$ cat src/rtl/vp_pkg.sv
// rtl/vp_pkg.sv - shared VP encoder/decoder widths, lane types and helpers
//
// Purpose : constants and types common to the VP encoder and decoder.
// Ports   : none (package).
package vp_pkg;

  localparam int NUM_LANE = 3;
  localparam int DATA_W   = 16;
  localparam int COORD_W  = 7;
  localparam int PROD_W   = 2 * DATA_W;
  localparam int PSUM_W   = 2 * DATA_W + 2;   // two guard bits cover a 3-way merge
  localparam int CNT_W    = 16;

  typedef logic        [2:0][COORD_W-1:0] vp_addr_t;
  typedef logic signed [DATA_W-1:0]       vp_data_t;
  typedef logic signed [PROD_W-1:0]       vp_prod_t;
  typedef logic signed [PSUM_W-1:0]       vp_psum_t;

  // One buffer's worth of lanes as handed over by the encoder.
  typedef struct packed {
    vp_addr_t [NUM_LANE-1:0] addr;
    vp_data_t [NUM_LANE-1:0] w;
    vp_data_t [NUM_LANE-1:0] ia;
  } vp_group_t;

  function automatic logic [1:0] popcount3(input logic [2:0] v);
    return 2'(v[0]) + 2'(v[1]) + 2'(v[2]);
  endfunction

endpackage

$ cat src/rtl/vp_lane_merge.sv
// rtl/vp_lane_merge.sv - combinational 3-lane address-equality merge
//
// Purpose : folds products of lanes sharing a target address into the lowest
//           such lane; later duplicates are suppressed.
// Ports   : i_valid  group present
//           i_v      per-lane non-padding flag
//           i_addr   per-lane target address
//           i_prod   per-lane signed product
//           o_valid  per-lane update valid after merge
//           o_addr   per-lane address (0 when lane not valid)
//           o_psum   per-lane merged sum (0 when lane not valid)
module vp_lane_merge
  import vp_pkg::*;
(
  input  logic                    i_valid,
  input  logic [NUM_LANE-1:0]     i_v,
  input  vp_addr_t [NUM_LANE-1:0] i_addr,
  input  vp_prod_t [NUM_LANE-1:0] i_prod,
  output logic [NUM_LANE-1:0]     o_valid,
  output vp_addr_t [NUM_LANE-1:0] o_addr,
  output vp_psum_t [NUM_LANE-1:0] o_psum
);

  logic w_eq01, w_eq02, w_eq12;
  logic [NUM_LANE-1:0] w_lane_v;
  vp_psum_t [NUM_LANE-1:0] w_px;
  vp_psum_t [NUM_LANE-1:0] w_sum;

  assign w_eq01 = i_v[0] & i_v[1] & (i_addr[0] == i_addr[1]);
  assign w_eq02 = i_v[0] & i_v[2] & (i_addr[0] == i_addr[2]);
  assign w_eq12 = i_v[1] & i_v[2] & (i_addr[1] == i_addr[2]);

  assign w_lane_v[0] = i_valid & i_v[0];
  assign w_lane_v[1] = i_valid & i_v[1] & ~w_eq01;
  assign w_lane_v[2] = i_valid & i_v[2] & ~w_eq02 & ~w_eq12;

  always_comb begin
    w_px = '0;
    for (int i = 0; i < NUM_LANE; i++) begin
      w_px[i] = vp_psum_t'($signed(i_prod[i]));   // sign-extend before summing
    end
    w_sum[0] = w_px[0] + (w_eq01 ? w_px[1] : '0) + (w_eq02 ? w_px[2] : '0);
    w_sum[1] = w_px[1] + (w_eq12 ? w_px[2] : '0);
    w_sum[2] = w_px[2];
  end

  always_comb begin
    o_valid = w_lane_v;
    o_addr  = '0;
    o_psum  = '0;
    for (int i = 0; i < NUM_LANE; i++) begin
      if (w_lane_v[i]) begin
        o_addr[i] = i_addr[i];
        o_psum[i] = w_sum[i];
      end
    end
  end

endmodule

$ cat src/rtl/vp_decoder.sv
// rtl/vp_decoder.sv - VP ping-pong consumer: capture, multiply, merge, count
//
// Purpose : detects right/left buffer-ready rising edges, captures the 3-lane
//           group, multiplies w*ia per lane and emits merged (addr, psum)
//           updates three cycles after the edge.
// Ports   : i_clk, i_rst_n (async, active-low), i_clear (sync counter clear)
//           i_right_ready/i_left_ready    buffer-ready levels
//           i_addr_*/i_w_*/i_ia_*          buffer lanes per side
//           o_valid/o_addr/o_psum          per-lane registered updates
//           o_busy                         pipeline or pending slot occupied
//           o_group_cnt/o_mac_cnt          groups / non-padding lanes since clear
module vp_decoder
  import vp_pkg::*;
(
  input  logic                    i_clk,
  input  logic                    i_rst_n,
  input  logic                    i_clear,
  input  logic                    i_right_ready,
  input  logic                    i_left_ready,
  input  vp_addr_t [NUM_LANE-1:0] i_addr_right,
  input  vp_data_t [NUM_LANE-1:0] i_w_right,
  input  vp_data_t [NUM_LANE-1:0] i_ia_right,
  input  vp_addr_t [NUM_LANE-1:0] i_addr_left,
  input  vp_data_t [NUM_LANE-1:0] i_w_left,
  input  vp_data_t [NUM_LANE-1:0] i_ia_left,
  output logic [NUM_LANE-1:0]     o_valid,
  output vp_addr_t [NUM_LANE-1:0] o_addr,
  output vp_psum_t [NUM_LANE-1:0] o_psum,
  output logic                    o_busy,
  output logic [CNT_W-1:0]        o_group_cnt,
  output logic [CNT_W-1:0]        o_mac_cnt
);

  logic r_right_prev, r_left_prev;
  logic r_pend_full;
  vp_group_t r_pend;

  logic r_c_valid;
  logic [NUM_LANE-1:0] r_c_v;
  vp_group_t r_c_grp;

  logic r_m_valid;
  logic [NUM_LANE-1:0] r_m_v;
  vp_addr_t [NUM_LANE-1:0] r_m_addr;
  vp_prod_t [NUM_LANE-1:0] r_m_prod;

  logic r_o_grp_valid;
  logic [NUM_LANE-1:0] r_o_valid;
  vp_addr_t [NUM_LANE-1:0] r_o_addr;
  vp_psum_t [NUM_LANE-1:0] r_o_psum;

  logic [CNT_W-1:0] r_group_cnt, r_mac_cnt;

  logic w_rise_r, w_rise_l, w_cap_valid, w_pend_load;
  vp_group_t w_right_grp, w_left_grp, w_cap_grp;
  logic [NUM_LANE-1:0] w_cap_v;
  vp_prod_t [NUM_LANE-1:0] w_prod;
  logic [NUM_LANE-1:0] w_mg_valid;
  vp_addr_t [NUM_LANE-1:0] w_mg_addr;
  vp_psum_t [NUM_LANE-1:0] w_mg_psum;

  assign w_rise_r = i_right_ready & ~r_right_prev;
  assign w_rise_l = i_left_ready  & ~r_left_prev;

  assign w_right_grp = '{addr: i_addr_right, w: i_w_right, ia: i_ia_right};
  assign w_left_grp  = '{addr: i_addr_left,  w: i_w_left,  ia: i_ia_left};

  // Right edge first, then a parked left group, then a lone left edge.
  // The encoder protocol guarantees a parked group never collides with a new edge.
  assign w_pend_load = w_rise_r & w_rise_l;
  assign w_cap_valid = w_rise_r | r_pend_full | w_rise_l;

  always_comb begin
    if (w_rise_r)         w_cap_grp = w_right_grp;
    else if (r_pend_full) w_cap_grp = r_pend;
    else                  w_cap_grp = w_left_grp;
    w_cap_v = '0;
    for (int i = 0; i < NUM_LANE; i++) begin
      w_cap_v[i] = (w_cap_grp.w[i] != '0);   // zero weight marks encoder padding
    end
  end

  always_comb begin
    w_prod = '0;
    for (int i = 0; i < NUM_LANE; i++) begin
      w_prod[i] = vp_prod_t'($signed(r_c_grp.w[i])) * vp_prod_t'($signed(r_c_grp.ia[i]));
    end
  end

  vp_lane_merge u_merge (
    .i_valid (r_m_valid),
    .i_v     (r_m_v),
    .i_addr  (r_m_addr),
    .i_prod  (r_m_prod),
    .o_valid (w_mg_valid),
    .o_addr  (w_mg_addr),
    .o_psum  (w_mg_psum)
  );

  always_ff @(posedge i_clk or negedge i_rst_n) begin
    if (!i_rst_n) begin
      r_right_prev  <= 1'b0;
      r_left_prev   <= 1'b0;
      r_pend_full   <= 1'b0;
      r_pend        <= '0;
      r_c_valid     <= 1'b0;
      r_c_v         <= '0;
      r_c_grp       <= '0;
      r_m_valid     <= 1'b0;
      r_m_v         <= '0;
      r_m_addr      <= '0;
      r_m_prod      <= '0;
      r_o_grp_valid <= 1'b0;
      r_o_valid     <= '0;
      r_o_addr      <= '0;
      r_o_psum      <= '0;
      r_group_cnt   <= '0;
      r_mac_cnt     <= '0;
    end else begin
      r_right_prev <= i_right_ready;
      r_left_prev  <= i_left_ready;

      r_pend_full <= w_pend_load | (r_pend_full & w_rise_r);
      if (w_pend_load) r_pend <= w_left_grp;

      r_c_valid <= w_cap_valid;
      r_c_v     <= w_cap_valid ? w_cap_v : '0;
      r_c_grp   <= w_cap_grp;

      r_m_valid <= r_c_valid;
      r_m_v     <= r_c_v;
      r_m_addr  <= r_c_grp.addr;
      r_m_prod  <= w_prod;

      r_o_grp_valid <= r_m_valid;
      r_o_valid     <= w_mg_valid;
      r_o_addr      <= w_mg_addr;
      r_o_psum      <= w_mg_psum;

      if (i_clear) begin
        r_group_cnt <= '0;
        r_mac_cnt   <= '0;
      end else if (w_cap_valid) begin
        r_group_cnt <= r_group_cnt + 1'b1;
        r_mac_cnt   <= r_mac_cnt + CNT_W'(popcount3(w_cap_v));
      end
    end
  end

  assign o_valid     = r_o_valid;
  assign o_addr      = r_o_addr;
  assign o_psum      = r_o_psum;
  assign o_busy      = r_pend_full | r_c_valid | r_m_valid | r_o_grp_valid;
  assign o_group_cnt = r_group_cnt;
  assign o_mac_cnt   = r_mac_cnt;

endmodule
$ cat config.mk
export PLATFORM = sky130hd
export DESIGN_NAME = vp_decoder
export DESIGN_NICKNAME = d
export VERILOG_FILES = /design/src/rtl/vp_pkg.sv /design/src/rtl/vp_lane_merge.sv /design/src/rtl/vp_decoder.sv
export SDC_FILE = /design/constraint.sdc
export NUM_CORES = 2
export LEC_CHECK = 0
export CORE_MARGIN = 4
export CORE_UTILIZATION = 42
export DETAILED_ROUTE_END_ITERATION = 10
export SLEW_MARGIN = 20
export SYNTH_ARGS = -nofsm -noshare
export SYNTH_HDL_FRONTEND = slang
export SYNTH_SLANG_ARGS = --single-unit
export TNS_END_PERCENT = 100
$ cat constraint.sdc
create_clock -name i_clk -period 7.3 [get_ports i_clk]
set_clock_uncertainty 0.15 [all_clocks]
set_input_delay 1.095 -clock i_clk [delete_from_list [all_inputs] [get_ports i_clk]]
set_output_delay 1.095 -clock i_clk [all_outputs]
set_load 0.03 [all_outputs]
Word-level counts from Yosys, hierarchy flattened
Index checks and enable logic that the tools add are counted.
{ "word_totals": {"register_bits": 689, "latch_bits": 0, "mem_bits_rw": 0, "mem_bits_ro": 0, "in_bits": 323, "out_inout_bits": 201, "wordCells": 125, "n_memories": 0} }
{ "op_classes": {"add_sub_neg": 7, "mul": 3, "div": 0, "n_lt_le_gt_ge": 0, "n_eq_ne": 3, "shift": 0, "n_mux": 16, "bitwise_logic": 27, "n_reduce_logical": 4} }
{ "op_table": {"columns": ["operator", "n"], "rows": [
  ["2-to-1 mux 159 bit", 2],
  ["2-to-1 mux 34 bit", 6],
  ["adder 34 bit", 3],
  ["multiplier 16 x 16 -> 32 bit", 3],
  ["2-to-1 mux 16 bit", 4],
  ["== test 21 bit", 3],
  ["2-to-1 mux 21 bit", 3],
  ["nonzero test 16 bit", 3],
  ["adder 16 x 1 -> 16 bit (second input constant)", 1],
  ["adder 16 x 2 -> 16 bit", 1],
  ["bitwise AND 1 bit", 16],
  ["OR 1 bit", 6],
  ["inverter 1 bit", 5],
  ["2-to-1 mux 3 bit", 1],
  ["adder 1 x 1 -> 2 bit", 1],
  ["adder 2 x 1 -> 2 bit", 1],
  ["nonzero test 2 bit", 1]
]} }

Logic depth before layout (Yosys ltp)
{ "depth": {"depth_word": 9, "mapped_depth": 23, "mapped_depth_nobuf": 21} }

Modules after synthesis
Synthesis repeated with hierarchy kept, for this count alone.
{ "unflattened": {"hier_cells": 5700, "hier_area_um2": 59087.9} }
{ "modules_own_cells": {"columns": ["mod", "n_inst", "cells_each", "area_each_um2", "seq_area_each_um2"], "rows": [
  ["vp_decoder", 1, 4810, 52748.1, 17241.5],
  ["vp_lane_merge", 1, 890, 6339.8, 0.0]
]} }

Worst setup path before layout
No wires, ideal clock.
{ "synth_path": {"kind": "reg-to-reg", "from": "register r_c_grp[95] in the netlist's numbering", "to": "register r_m_prod[93] in the netlist's numbering", "setup_ps": 80, "t_arrival_ps": 5907, "t_required_ps": 7070, "path_slack_ps": 1163, "stages_incl_launch_ff": 21, "n_path_buf": 1, "synth_period_minus_slack_ps": 6137, "path_cell_list": "dfrtp_1 > clkbuf_1 > nand2_1 > inv_1 > fa_1 > fa_1 > fa_1 > fa_1 > fa_1 > inv_1 > fa_1 > inv_1 > ha_1 > a2111oi_0 > o21a_1 > o21ai_0 > a31oi_1 > nand2_1 > a21o_1 > a21oi_1 > xnor2_1"} }
{ "synth_lines": {"columns": ["item", "line", "text"], "rows": [
  ["start: declaration", "vp_decoder.sv:40", "vp_group_t r_c_grp;"],
  ["start signal: assignment", "vp_decoder.sv:128", "r_c_grp <= w_cap_grp;"],
  ["end signal: assignment", "vp_decoder.sv:133", "r_m_prod <= w_prod;"],
  ["end: declaration", "vp_decoder.sv:45", "vp_prod_t [NUM_LANE-1:0] r_m_prod;"]
]} }

==> metrics <==
status finished clean; Worst setup EP type flip-flop; # setup viols final 0; Setup WS post-layout 0.520 ns; Hold Path Class flip-flop to flip-flop; critical path fanouts, max 16; dpl cell area 65,900 sq um; RSZ-0062 raised after global routing no; crit path kind flip-flop to flip-flop; CTS tree done; first-pass GRT wire length 266 mm; Synth cell types 76; count leader, synth inv_1; syn_nets 7,102; ys flop type dfrtp_1; largest net degree at the start of global routing 162; crit-path leading delay family adder cells; Initial Util 42.5%; TNS Setup 0 ns; post-synthesis register bit count 687; Worst-Margin Slew 1.27 ns; CTS HTree Levels 3; Yosys warnings 0; final weighted congestion in routability-driven placement 0.909; register area 17,200 sq um; layout cells sized above 1 6.20%; Via density 5.10; core area 138,000 sq um; Die Area 146,000 sq um; IO buf count 523; WHS Path Cells 0; fillcell total 12,900; Clock Sinks 687; Final HPWL DP 136 mm; Synth area leader dfrtp_1; Final min period 6.78 ns; die height 382 um; CP Cell Sequence nand2_1 > fa_1 > inv_1 > fa_1 > inv_1 > fa_1 > inv_1 > fa_1 > fa_1 > inv_1 > fa_1 > inv_1 > ha_1 > a21o_1 > o21bai_1 > a211oi_1 > o21ai_1 > o41ai_2 > o311ai_1 > a21oi_1 > xnor2_1; Req. time, crit path 7.75 ns; 1st-iter DRT viols 2,691; vias in the first global route 43,800; Residual DRC 0; Commonest cells post-synth inv_1, fa_1, dfrtp_1; Max stage delay on crit path 0.80 ns; router iterations before antenna repair 5; Slew Viols, Final 0; asr flop ratio synth 100%; CP max-delay cell dfrtp_1; syn_area_per_cell 10.4 sq um; ANT nets after route 0; cell count along the critical path 21; total track usage 23.8%; Final Hold Viols 0; worst rel slew slack 15.1%; Reg clk slew, reported paths 0.06 ns; via count 40,900; cells taking the most area after synthesis dfrtp_1, fa_1, ha_1; latest clock arrival within the worst-skew pair 0.72 ns; Cell Area, Synth 58,700 sq um; crit path launch type flip-flop; antenna violations before repair 22; overall die width 382 um; final-stage net count 7,541; Place WS 0.540 ns; arrival time worst endpoint 7.23 ns; wire length per cell 21.3 um; Yosys top cell area share 29.3%; buffers plus inverters on the worst setup path 5; WL final 171 mm; Seq/Total Area, Yosys 29.3%; number of enable flip-flop cells after synthesis 0; Top cell by count, worst path fa_1; FP Rows 136; R2R depth 21; Ports 524; CTS root buf clkbuf_16; ratio of final minimum period to clock period 92.9%; TritonCTS Buffers 81; max cap viols 0; Clock Path Buffers 3; post-synthesis cell count 5,644; Non-Filler Cell Area, Final 68,800 sq um; Area Growth Syn to Fin 17.2%; Max Clk Rate 0.148 GHz; Congestion Overflow GR 0; multi-input logic area 37,400 sq um
[cell type report]
cell class / instances / share of cell area, %
multi-input combinational: 3854 / 54.3
timing repair buffer: 575 / 8.27
tap: 1863 / 3.39
inverter: 884 / 4.82
antenna: 6 / 0.0218
clock inverter: 46 / 0.931
clock buffer: 101 / 3.26
sequential: 687 / 25.0
[metal layers]
metal | track usage, % | up-vias | share of wire [%]
met2 | 39.1 | 1131 | 48
met3 | 5.07 | 205 | 6.7
met5 | 0 | - | 0.019
li1 | - | 18600 | -
met4 | 6.34 | 4 | 2.9
met1 | 32.0 | 21000 | 43
[path summary, 6_finish.rpt]
kind / startpoint / slack [ns] / end
worst min register to register: r_c_v[0] / 0.16 / r_m_v[0]
worst min-delay path: r_c_v[0] / 0.16 / r_m_v[0]
min in group asynchronous: i_rst_n / 0.18 / r_pend[96]
worst max-delay path: r_c_grp[7] / 0.52 / r_m_prod[31]
max in group asynchronous: i_rst_n / 5.34 / r_c_grp[50]
worst max register to register: r_c_grp[7] / 0.52 / r_m_prod[31]
[state kept, by name (all words and copies together) (netlist names), 3 cells and up]
signal,cells
r_c_v,3
r_m_v,3
r_m_prod,96
o_addr,63
r_c_grp,159
o_mac_cnt,16
o_valid,3
r_pend,159
o_psum,100
o_group_cnt,16
r_m_addr,63
[per-stage QoR]
stage / utilization [%] / hold slack, ns / cells
CTS: 49.8 / 0.161 / 8010
global route: 49.8 / 0.172 / 8011
floorplan: - / 0.181 / 5644
finish: 49.8 / 0.162 / 8016
global placement: 47.7 / 0.183 / 7863
detailed placement: 47.7 / 0.185 / 7863
[placed cells by master, fill, tap and decap left out, types with 8 or more instances in the layout]
cell and count:
a211oi_1 17, a21o_1 54, a21oi_1 117, a31oi_1 19
and2_1 558, and3_1 40, buf_4 47, bufinv_16 8
clkbuf_16 81, clkbuf_8 14, clkdlybuf4s50_1 522, clkinv_2 14
clkinvlp_4 9, dfrtp_1 685, fa_1 822, ha_1 313
inv_1 884, mux2_2 159, mux2i_1 161, nand2_1 582
nand2b_1 20, nand3_1 43, nand4_1 25, nor2_1 181
nor2b_1 20, nor3_1 39, nor4_1 30, o211ai_1 13
o21a_1 24, o21ai_0 215, o21ai_1 32, o21bai_1 23
or3_1 14, xnor2_1 129, xor2_1 102
[kinds of logic (layout without fill, tap and decap cells)]
| kind of cell | after synthesis | count (layout) | share of synthesized area [%] |
|---|---|---|---|
| adder cells (fa/ha/maj) | 1135 | 1135 | 34.7 |
| AND/OR/NAND/NOR | 1589 | 1589 | 13.6 |
| multiplexers | 320 | 320 | 5.79 |
| buffers and inverters | 1103 | 1606 | 7.09 |
| AO/OA/AOI/OAI | 579 | 579 | 6.12 |
| XOR/XNOR | 231 | 231 | 3.45 |
| flip-flops | 687 | 687 | 29.3 |
| other | 0 | 6 | 0 |
[what timing repair did]
item / CTS / global route
setup endpoints to repair: 0 / 1
hold buffers: 0 / 0
resized for setup: 0 / 1
hold endpoints to repair: 0 / 0
buffers inserted: 0 / 0
Power is not shown: default switching activity piles up to over one toggle a cycle in this logic, so the estimate is an artifact.
